--- config.mk ---
export PLATFORM = sky130hd
export DESIGN_NAME = gmii_tx_mac_flat
export DESIGN_NICKNAME = d
export VERILOG_FILES = /design/src/rtl/gmii_tx_mac_pkg.sv /design/src/rtl/gmii_tx_mac_if.sv /design/src/rtl/gmii_tx_mac_crc32_byte.sv /design/src/rtl/gmii_tx_mac.sv /design/src/flat_wrapper.sv
export SDC_FILE = /design/constraint.sdc
export NUM_CORES = 1
export LEC_CHECK = 0
export BUFFER_PORTS_ARGS = -buffer_cell sky130_fd_sc_hd__buf_2
export CELL_PAD_IN_SITES_DETAIL_PLACEMENT = 1
export CELL_PAD_IN_SITES_GLOBAL_PLACEMENT = 1
export CORE_ASPECT_RATIO = 0.9
export CORE_MARGIN = 2
export CORE_UTILIZATION = 32
export CTS_CLUSTER_SIZE = 25
export DETAILED_ROUTE_END_ITERATION = 8
export GPL_ROUTABILITY_DRIVEN = 0
export HOLD_SLACK_MARGIN = 0.15
export PLACE_DENSITY_LB_ADDON = 0.1
export SYNTH_ARGS = -nofsm -noshare
export SYNTH_HDL_FRONTEND = slang
export SYNTH_HIERARCHICAL = 1
export SYNTH_SLANG_ARGS = --single-unit
--- constraint.sdc ---
create_clock -name gmii_txc -period 3.8 [get_ports gmii_txc]
set_clock_uncertainty 0.1 [all_clocks]
set_input_delay 0.38 -clock gmii_txc [delete_from_list [all_inputs] [get_ports gmii_txc]]
set_output_delay 0.38 -clock gmii_txc [all_outputs]
set_load 0.05 [all_outputs]
--- src/rtl/gmii_tx_mac_pkg.sv ---
// Shared Ethernet transmit definitions for the GMII transmit MAC.
// Holds the transmit FSM state encoding, the preamble/SFD byte values,
// the CRC-32 seed and polynomial (normal and bit-reflected form).
package gmii_tx_mac_pkg;

  typedef enum logic [2:0] {
    ST_IDLE,
    ST_PREAMBLE,
    ST_SFD,
    ST_DATA,
    ST_PAD,
    ST_FCS,
    ST_IFG
  } tx_state_e;

  localparam logic [7:0]  PREAMBLE_BYTE = 8'h55;
  localparam logic [7:0]  SFD_BYTE      = 8'hD5;
  localparam logic [31:0] CRC32_INIT    = 32'hFFFF_FFFF;
  localparam logic [31:0] CRC32_POLY    = 32'h04C1_1DB7;

  function automatic logic [31:0] bitrev32(input logic [31:0] v);
    logic [31:0] r;
    for (int i = 0; i < 32; i++) r[i] = v[31-i];
    return r;
  endfunction

  // Ethernet shifts LSB first, so the update uses the reflected polynomial.
  localparam logic [31:0] CRC32_POLY_REFL = bitrev32(CRC32_POLY);

endpackage

--- src/rtl/gmii_tx_mac_if.sv ---
// Byte-stream source interface feeding the GMII transmit MAC.
//   in_valid : source byte valid
//   in_data  : payload byte
//   in_last  : final byte of frame
//   in_ready : byte accepted when in_valid && in_ready
// master = byte source, slave = MAC.
interface gmii_tx_mac_if;
  logic       in_valid;
  logic [7:0] in_data;
  logic       in_last;
  logic       in_ready;

  modport master (output in_valid, output in_data, output in_last, input in_ready);
  modport slave  (input in_valid, input in_data, input in_last, output in_ready);
endinterface

--- src/rtl/gmii_tx_mac_crc32_byte.sv ---
// Combinational byte-wide Ethernet CRC-32 update (reflected, LSB first).
//   crc_i  : running CRC register value
//   data_i : byte to absorb
//   crc_o  : CRC after absorbing data_i
module crc32_byte
  import gmii_tx_mac_pkg::*;
(
  input  logic [31:0] crc_i,
  input  logic [7:0]  data_i,
  output logic [31:0] crc_o
);

  always_comb begin
    crc_o = crc_i ^ {24'd0, data_i};
    for (int i = 0; i < 8; i++) begin
      crc_o = crc_o[0] ? ((crc_o >> 1) ^ CRC32_POLY_REFL) : (crc_o >> 1);
    end
  end

endmodule

--- src/rtl/gmii_tx_mac.sv ---
// GMII transmit MAC: wraps a source byte stream into an Ethernet frame
// (preamble, SFD, payload, zero pad to MIN_FRAME, CRC-32 FCS) and enforces
// IFG_BYTES idle cycles between frames.
//   gmii_txc   : 125 MHz byte clock, the only clock
//   rst_n      : asynchronous active-low reset, release synchronised
//   link_up    : new frames may start only while high
//   src        : byte-stream slave port (in_valid/in_data/in_last/in_ready)
//   gmii_txd/gmii_tx_en/gmii_tx_er : registered GMII transmit outputs
// Optional macro GMII_TX_STATS_EN adds frames_sent / frames_err counters.
module gmii_tx_mac
  import gmii_tx_mac_pkg::*;
#(
  parameter int MIN_FRAME = 60,
  parameter int IFG_BYTES = 12
) (
  input  logic          gmii_txc,
  input  logic          rst_n,
  input  logic          link_up,
  gmii_tx_mac_if.slave  src,
  output logic [7:0]    gmii_txd,
  output logic          gmii_tx_en,
  output logic          gmii_tx_er
`ifdef GMII_TX_STATS_EN
  ,
  output logic [31:0]   frames_sent,
  output logic [31:0]   frames_err
`endif
);

  localparam logic [10:0] MIN_CNT  = 11'(MIN_FRAME);
  localparam logic [15:0] IFG_LAST = 16'(IFG_BYTES - 1);

  tx_state_e   state_q;
  logic [1:0]  sync_q;
  logic [10:0] cnt_q;
  logic [15:0] aux_q;
  logic [31:0] crc_q;
  logic [31:0] crc_d;
  logic        err_q;
  logic [7:0]  txd_q;
  logic        en_q;
  logic        er_q;
  logic        rdy_q;
  logic [7:0]  crc_din;
  logic [10:0] cnt_inc;
  logic [10:0] cnt_after;
  logic [31:0] fcs;

  // Reset release reaches the FSM through two flops; assertion is immediate.
  always_ff @(posedge gmii_txc or negedge rst_n) begin
    if (!rst_n) sync_q <= 2'b00;
    else        sync_q <= {sync_q[0], 1'b1};
  end

  assign crc_din   = (state_q == ST_DATA) ? src.in_data : 8'h00;
  assign cnt_inc   = (cnt_q == 11'h7FF) ? cnt_q : cnt_q + 11'd1;
  // After an underrun the drained bytes are not transmitted, so not counted.
  assign cnt_after = err_q ? cnt_q : cnt_inc;
  assign fcs       = ~crc_q;

  crc32_byte u_crc (
    .crc_i  (crc_q),
    .data_i (crc_din),
    .crc_o  (crc_d)
  );

`ifdef GMII_TX_STATS_EN
  logic [31:0] sent_q;
  logic [31:0] errc_q;
  assign frames_sent = sent_q;
  assign frames_err  = errc_q;
`endif

  always_ff @(posedge gmii_txc or negedge rst_n) begin
    if (!rst_n) begin
      state_q <= ST_IDLE;
      cnt_q   <= '0;
      aux_q   <= '0;
      crc_q   <= CRC32_INIT;
      err_q   <= 1'b0;
      txd_q   <= 8'h00;
      en_q    <= 1'b0;
      er_q    <= 1'b0;
      rdy_q   <= 1'b0;
`ifdef GMII_TX_STATS_EN
      sent_q  <= '0;
      errc_q  <= '0;
`endif
    end else begin
      case (state_q)
        ST_IDLE: begin
          en_q  <= 1'b0;
          er_q  <= 1'b0;
          txd_q <= 8'h00;
          rdy_q <= 1'b0;
          if (sync_q[1] && link_up && src.in_valid) begin
            state_q <= ST_PREAMBLE;
            en_q    <= 1'b1;
            txd_q   <= PREAMBLE_BYTE;
            aux_q   <= 16'd1;
            cnt_q   <= '0;
            crc_q   <= CRC32_INIT;
            err_q   <= 1'b0;
          end
        end
        ST_PREAMBLE: begin
          txd_q <= PREAMBLE_BYTE;
          aux_q <= aux_q + 16'd1;
          if (aux_q == 16'd6) state_q <= ST_SFD;
        end
        ST_SFD: begin
          txd_q   <= SFD_BYTE;
          rdy_q   <= 1'b1;
          state_q <= ST_DATA;
        end
        ST_DATA: begin
          if (!src.in_valid) begin
            // Source starved: flag the frame bad for the rest of its length.
            err_q <= 1'b1;
            er_q  <= 1'b1;
            txd_q <= 8'h00;
          end else begin
            er_q <= err_q;
            if (err_q) begin
              txd_q <= 8'h00;
            end else begin
              txd_q <= src.in_data;
              crc_q <= crc_d;
              cnt_q <= cnt_inc;
            end
            if (src.in_last) begin
              rdy_q   <= 1'b0;
              aux_q   <= '0;
              state_q <= (cnt_after < MIN_CNT) ? ST_PAD : ST_FCS;
            end
          end
        end
        ST_PAD: begin
          txd_q <= 8'h00;
          er_q  <= err_q;
          crc_q <= crc_d;
          cnt_q <= cnt_inc;
          if (cnt_inc >= MIN_CNT) state_q <= ST_FCS;
        end
        ST_FCS: begin
          txd_q <= fcs[{aux_q[1:0], 3'b000} +: 8];
          er_q  <= err_q;
          aux_q <= aux_q + 16'd1;
          if (aux_q[1:0] == 2'd3) begin
            state_q <= ST_IFG;
            aux_q   <= '0;
`ifdef GMII_TX_STATS_EN
            sent_q  <= sent_q + 32'd1;
            if (err_q) errc_q <= errc_q + 32'd1;
`endif
          end
        end
        ST_IFG: begin
          en_q  <= 1'b0;
          er_q  <= 1'b0;
          txd_q <= 8'h00;
          err_q <= 1'b0;
          aux_q <= aux_q + 16'd1;
          if (aux_q == IFG_LAST) state_q <= ST_IDLE;
        end
        default: state_q <= ST_IDLE;
      endcase
    end
  end

  assign src.in_ready = rdy_q;
  assign gmii_txd     = txd_q;
  assign gmii_tx_en   = en_q;
  assign gmii_tx_er   = er_q;

endmodule
--- src/flat_wrapper.sv ---
// flat-port wrapper written by rule: the top's interface ports become plain ports
module gmii_tx_mac_flat import gmii_tx_mac_pkg::*;
#(
  parameter int MIN_FRAME = 60,
  parameter int IFG_BYTES = 12
)
  (gmii_txc, rst_n, link_up, gmii_txd, gmii_tx_en, gmii_tx_er, src_in_valid, src_in_data, src_in_last, src_in_ready);
  gmii_tx_mac_if src_i ();
  input  logic gmii_txc;
  input  logic rst_n;
  input  logic link_up;
  output logic [7:0] gmii_txd;
  output logic gmii_tx_en;
  output logic gmii_tx_er;
  input wire logic [$bits(src_i.in_valid)-1:0] src_in_valid;
  input wire logic [$bits(src_i.in_data)-1:0] src_in_data;
  input wire logic [$bits(src_i.in_last)-1:0] src_in_last;
  output wire logic [$bits(src_i.in_ready)-1:0] src_in_ready;
  assign src_i.in_valid = src_in_valid;
  assign src_i.in_data = src_in_data;
  assign src_i.in_last = src_in_last;
  assign src_in_ready = src_i.in_ready;
  gmii_tx_mac #(.MIN_FRAME(MIN_FRAME), .IFG_BYTES(IFG_BYTES)) u_core (.gmii_txc(gmii_txc), .rst_n(rst_n), .link_up(link_up), .src(src_i), .gmii_txd(gmii_txd), .gmii_tx_en(gmii_tx_en), .gmii_tx_er(gmii_tx_er));
endmodule
After elaboration in Yosys (flattened, before gate mapping)
Index checks and enable logic that the tools add are counted.
- flip-flop bits (word level): 76
- input port bits: 13
- output and inout port bits: 11
- logic and storage cells: 108
- add/sub/neg operators: 2
- magnitude comparators: 2
- equality and inequality tests: 18
- shift-type cells: 1
- muxes and demuxes: 45
- bitwise operators: 10
- reductions and logical operators: 20
- operators by type and width (operator ; number):
    $mux 32 ; 11
    $not 13->14 ; 8
    $pmux 32 s3 ; 1
    $mux 16 ; 4
    $pmux 16 s4 ; 1
    $pmux 8 s6 ; 1
    $mux 11 ; 4
    $pmux 11 s3 ; 1
    $not 32->32 ; 1
    $shiftx 32x6->8 ; 1
    $xor 32x8->32 ; 1
    $mux 8 ; 3
    $mux 3 ; 7
    $pmux 3 s7 ; 1
    $add 16x1->16 const B ; 1
    $eq 16x3->1 const B ; 1
    $eq 16x4->1 const B ; 1
    $reduce_bool 3->1 ; 4
    $add 11x1->11 const B ; 1
    $eq 11x11->1 const B ; 1
    $ge 11x6->1 const B ; 1
    $lt 11x6->1 const B ; 1
    $ne 2x1->1 const B ; 5
    $eq 3x3->1 const B ; 3
    18 further kinds ; 34

Depth between registers and ports, before layout
- depth after elaboration: 22
- mapped depth: 10
- gate-level depth less buffers: 8

By module
Netlist, hierarchy kept.
- modules (own cells, without submodules) (module ; times used ; cells each ; area each (um2) ; seq. area each (um2)):
    gmii_tx_mac ; 1 ; 521 ; 4548.1 ; 1941.9
    crc32_byte ; 1 ; 70 ; 835.8 ; 0.0

Worst setup path after synthesis
Ideal clock, no wire load.
- kind: register to register
- start point: register u_core.state_q[0]
- end point: register u_core.crc_q[26]
- setup time: 0.073 ns
- data arrival time: 2.468 ns
- required time: 3.627 ns
- path slack: 1.159 ns
- cell stages (with the launch flop): 11
- path buffers: 2
- clock period less this slack: 2.641 ns
- cells stage by stage: dfrtp_1 > buf_2 > and3b_1 > clkbuf_1 > and2_1 > xor2_4 > xnor3_2 > xnor2_2 > xnor2_1 > nor2_1 > a21oi_1
- elaborated cells on any way between the ends: 27
- classes of those cells: eq/ne: 5; mux: 12; bitwise: 7; reduce/logical: 3
- RTL lines (item ; line ; text):
    start: declaration ; gmii_tx_mac.sv:33 ; tx_state_e state_q;
    start signal: assignment ; gmii_tx_mac.sv:134 ; state_q <= (cnt_after < MIN_CNT) ? ST_PAD : ST_FCS;
    $eq 3x2->1 * ; gmii_tx_mac.sv:55 ; assign crc_din = (state_q == ST_DATA) ? src.in_data : 8'h00;
    $mux 8 * ; gmii_tx_mac.sv:55 ;
    net u_core.crc_din[3] ; gmii_tx_mac.sv:44 ; logic [7:0] crc_din;
    $xor 32x8->32 * ; gmii_tx_mac_crc32_byte.sv:14 ; crc_o = crc_i ^ {24'd0, data_i};
    $mux 32 * (4 in a row) ; gmii_tx_mac_crc32_byte.sv:16 ; crc_o = crc_o[0] ? ((crc_o >> 1) ^ CRC32_POLY_REFL) : (crc_o >> 1);
    $not 13->14 (no source line) ; - ;
    $mux 32 * (2 in a row) ; gmii_tx_mac_crc32_byte.sv:16 ;
    $not 13->14 (no source line) ; - ;
    $mux 32 * ; gmii_tx_mac_crc32_byte.sv:16 ;
    $not 13->14 (no source line) ; - ;
    $mux 32 * ; gmii_tx_mac_crc32_byte.sv:16 ;
    net u_core.crc_d[26] ; gmii_tx_mac.sv:38 ; logic [31:0] crc_d;
    $mux 32 ; gmii_tx_mac.sv:124 ; if (err_q) begin
    $mux 32 ; gmii_tx_mac.sv:117 ; if (!src.in_valid) begin
    $pmux 32 s3 * ; gmii_tx_mac.sv:90 ; case (state_q)
    end signal: assignment ; gmii_tx_mac.sv:128 ; crc_q <= crc_d;
    end signal: assignment ; gmii_tx_mac.sv:141 ; crc_q <= crc_d;
    end: declaration ; gmii_tx_mac.sv:37 ; logic [31:0] crc_q;
Mark *: on every way through the listed nets, which the timed path passes. The rest lies on a longest branch. The select of a mux whose other input is x is not followed.
A chain may end at the register's enable or synchronous reset.

Final worst setup path
- start point: register u_core.state_q[2]
- end point: register u_core.crc_q[5]
- longest elaborated chain between the ends: 16
- elaborated cells on any way between the ends: 24
- classes of those cells: eq/ne: 5; mux: 12; bitwise: 4; reduce/logical: 3
- RTL lines (item ; line):
    $eq 3x2->1 * ; gmii_tx_mac.sv:55
    $mux 8 * ; gmii_tx_mac.sv:55
    net u_core.crc_din[3] ; gmii_tx_mac.sv:44
    $xor 32x8->32 * ; gmii_tx_mac_crc32_byte.sv:14
    $mux 32 * (4 in a row) ; gmii_tx_mac_crc32_byte.sv:16
    $not 13->14 (no source line) ; -
    $mux 32 * (3 in a row) ; gmii_tx_mac_crc32_byte.sv:16
    $not 13->14 (no source line) ; -
    $mux 32 * ; gmii_tx_mac_crc32_byte.sv:16
    net u_core.crc_d[5] ; gmii_tx_mac.sv:38
    $mux 32 ; gmii_tx_mac.sv:124
    $mux 32 ; gmii_tx_mac.sv:117
    $pmux 32 s3 * ; gmii_tx_mac.sv:90
Marks and branches as above.

==> impl_metrics.ini <==
[worst_setup_path]
crit_family = XOR/XNOR gates
r2r_end = u_core/crc_q[5]
endpoint_kind = register
crit_type = register to register
arrival_ns = 3.02
crit_path_start = u_core/state_q[2]
reg2reg_slack_ns = 0.95
path_max_fanout = 11
worstPathRequired_ns = 3.97
cp_num_cells = 8
cp-start-kind = register
path_cells = and3b_1, and2_1, xor2_4, xnor3_2, xnor2_2, xnor2_1, nor2_1, a21oi_1
critical_path_buf_inv_count = 0
r2r_start = u_core/state_q[2]
crit_end = u_core/crc_q[5]
worstRegToRegCells = 8
critPathSlowestCell = xnor3_2
critPathMaxStageDelay_ns = 0.58

[yosys]
synth_edf_count = 0
netlist_area_mm2 = 0.005384
synth-seq-cells = 76
syn_area_per_cell_um2 = 9.110
syn-num-nets = 608
synth_flop_cell = dfrtp_1
seq_area_frac_synth = 0.3607
synthArstFlopShare = 1.000
yosys_warnings = 6
yosysUniqueCellTypes = 80
syn_inst = 591

[floorplanning]
die-area_mm2 = 0.01788
core_area_mm2 = 0.01630
rows = 44
initial_core_util = 0.3304
die_h_um = 127.1
die_w_um = 140.7
ioPinCount = 24

[finish]
nFillCells = 1860
diodes = 0
multi_input_area_mm2 = 0.003216
layout-drive-gt1-share = 0.1943
nets = 609
seqCellArea_mm2 = 0.001942
area_growth_pct = 10.71

[sta]
slew_violations = 0
hold_viol_final = 0
finalCritPeriodShare = 0.7489
setup-tns-final_ns = 0
grt_setup_unrepaired = false
relSlewSlack = 0.3161
setup-violations-final = 0
max_freq_mhz = 351.4
tightestPinTransition_ns = 1.026
timing.final.crit_period_ns = 2.846

[drt]
drt-vias-per-instance = 5.445
wl_um = 15790
vias = 4378
drc = 0
post_drt_wl_per_cell_um = 19.63
initialDrtViolationCount = 268
antenna_left = 0
drtPass1Iterations = 4

[cts]
cts_hold_buf = 0
post_cts_buffers = 0
insertion_delay_ns = 0.35
cts_buffer_depth = 2
cts_root_buf = clkbuf_16
htree_levels = 3
cts_buffers = 9
post_cts_resized = 0
clkTransAtPathRegs_ns = 0.06
cts_tree = yes
cts_sinks = 76

[pwr]
swShare = 0.2459
ir_drop_mv = 0.1954
powerDensity_mw_per_mm2 = 349.2
internal_power_uw = 1570
leakage_uw = 0.002318
pwr-share-seq = 0.417
power_frac_clock = 0.461
finalPower_uw = 2082
p_switching_uw = 511.9
comb_power_share = 0.122

[placed_design]
io_buffers = 23
hpwl_um = 11200

[global_routing]
grt_pass1_wl_um = 26130
antenna_found_initial = 0
grt_max_degree = 77
grt_overflow = 0
grt_pass1_vias = 4551
globalRouteTotalUtil = 0.1859

[run]
maxCapViolations = 0

[status]
status = complete, no violations

[hold_path]
hp-class = input pin to asynchronous set/reset pin
## power groups by stage
stage | Sequential, uW | Clock (uW) | Combinational (uW)
after floorplan | 872 | 0 | 194
after global placement | 881 | 0 | 258
after detailed placement | 881 | 0 | 257
after CTS | 867 | 995 | 259
after global routing | 871 | 1020 | 279
final | 867 | 960 | 254
## cells in the final DEF (no fill, tap or decap), drive strengths merged, types with 3 or more instances in the layout
cell type	synthesis	routed
o41ai	3	3
mux4	8	8
and2	13	13
dfstp	32	32
clkbuf	21	14
o21ai	29	29
a21oi	65	65
xnor2	54	54
o31ai	9	9
a31oi	11	11
nor4	7	7
xnor3	4	4
nand4	5	5
nor2	91	91
and4	3	3
dfrtp	44	44
xor2	15	15
o211ai	3	3
nor2b	7	7
nand2	44	44
nor3	9	9
nand3b	3	3
ha	4	4
o22a	3	3
o22ai	4	4
inv	6	6
nand3	18	18
buf	20	32
a221oi	5	5
and3	6	6
## per-layer routing
metal	vias to the layer above	wire, um	GRT usage
li1	2095	-	-
met1	2216	8114	0.2754
met2	55	7005	0.2818
met3	12	451	0.02811
met4	0	214	0.05412
met5	-	0	0
## kinds of logic (layout without fill, tap and decap cells)
group                    Yosys count  after routing  share of synthesized area
adder cells (fa/ha/maj)            4              4                   0.009296
XOR/XNOR                          74             74                     0.1617
AO/OA/AOI/OAI                    157            157                     0.1871
flip-flops                        76             76                     0.3607
multiplexers                      10             10                    0.03718
buffers and inverters             49             55                    0.04485
other                              1              1                  0.0006965
AND/OR/NAND/NOR                  220            220                     0.1985
## cell type report
type,instances,area share
Multi-Input combinational cell,466,0.5395
Sequential cell,76,0.3258
Clock buffer,14,0.04954
Tap cell,207,0.04345
Timing Repair Buffer,32,0.03107
Clock inverter,2,0.006297
Inverter,7,0.004408
## worst register-to-register path: stages (launching register included)
cell and delay [ns]:
dfrtp_1 0.38, and3b_1 0.47, and2_1 0.31, xor2_4 0.35
xnor3_2 0.58, xnor2_2 0.22, xnor2_1 0.14, nor2_1 0.07
a21oi_1 0.17
## how the worst min path moves through the flow
stage	startpoint	to	depth (start not counted)
2_1_floorplan	rst_n	u_core/aux_q[0]	0
3_3_place_gp	u_core/sync_q[0]	u_core/sync_q[1]	0
3_5_place_dp	u_core/sync_q[0]	u_core/sync_q[1]	0
4_1_cts	rst_n	u_core/cnt_q[6]	1
5_1_grt	rst_n	u_core/gmii_txd[5]	1
6_report	rst_n	u_core/gmii_txd[5]	1
## cells in the mapped netlist, drive strengths merged (3+ instances only)
master,number,area share
and2,13,0.015
o22ai,4,0.0046
a31oi,11,0.013
nand3b,3,0.0042
mux4,8,0.033
o22a,3,0.0049
nor2b,7,0.0081
dfstp,32,0.16
nor3,9,0.010
nand4,5,0.0070
o41ai,3,0.0049
and4,3,0.0049
nand3,18,0.017
ha,4,0.0093
buf,20,0.021
and3,6,0.0070
o21ai,29,0.027
a221oi,5,0.0081
xnor3,4,0.017
dfrtp,44,0.20
xor2,15,0.031
clkbuf,21,0.017
inv,6,0.0042
o31ai,9,0.013
a21oi,65,0.060
o211ai,3,0.0042
nor4,7,0.0081
nand2,44,0.031
xnor2,54,0.11
nor2,91,0.063
## flip-flops by register name, indices dropped and copies added, names as in the netlist
register	flops
u_core/sync_q	2
u_core/aux_q	16
u_core/gmii_tx_er	1
u_core/src.in_ready	1
u_core/crc_q	32
u_core/cnt_q	11
u_core/gmii_txd	8
u_core/state_q	3
u_core/err_q	1
u_core/gmii_tx_en	1
## per-stage QoR
step | instance area [um2] | hold WS [ns] | std cells | setup WS, ns | util
after floorplan | 5384 | -0.01559 | 591 | 1.159 | -
after global placement | 5628 | 0.2339 | 788 | 1.003 | 0.3454
after detailed placement | 5628 | 0.2358 | 788 | 0.9354 | 0.3454
after CTS | 5961 | 0.1555 | 804 | 0.9124 | 0.3658
after global routing | 5961 | 0.1929 | 804 | 0.7789 | 0.3658
final | 5961 | 0.1124 | 804 | 0.9542 | 0.3658
Power figures use the tool's default switching activity.
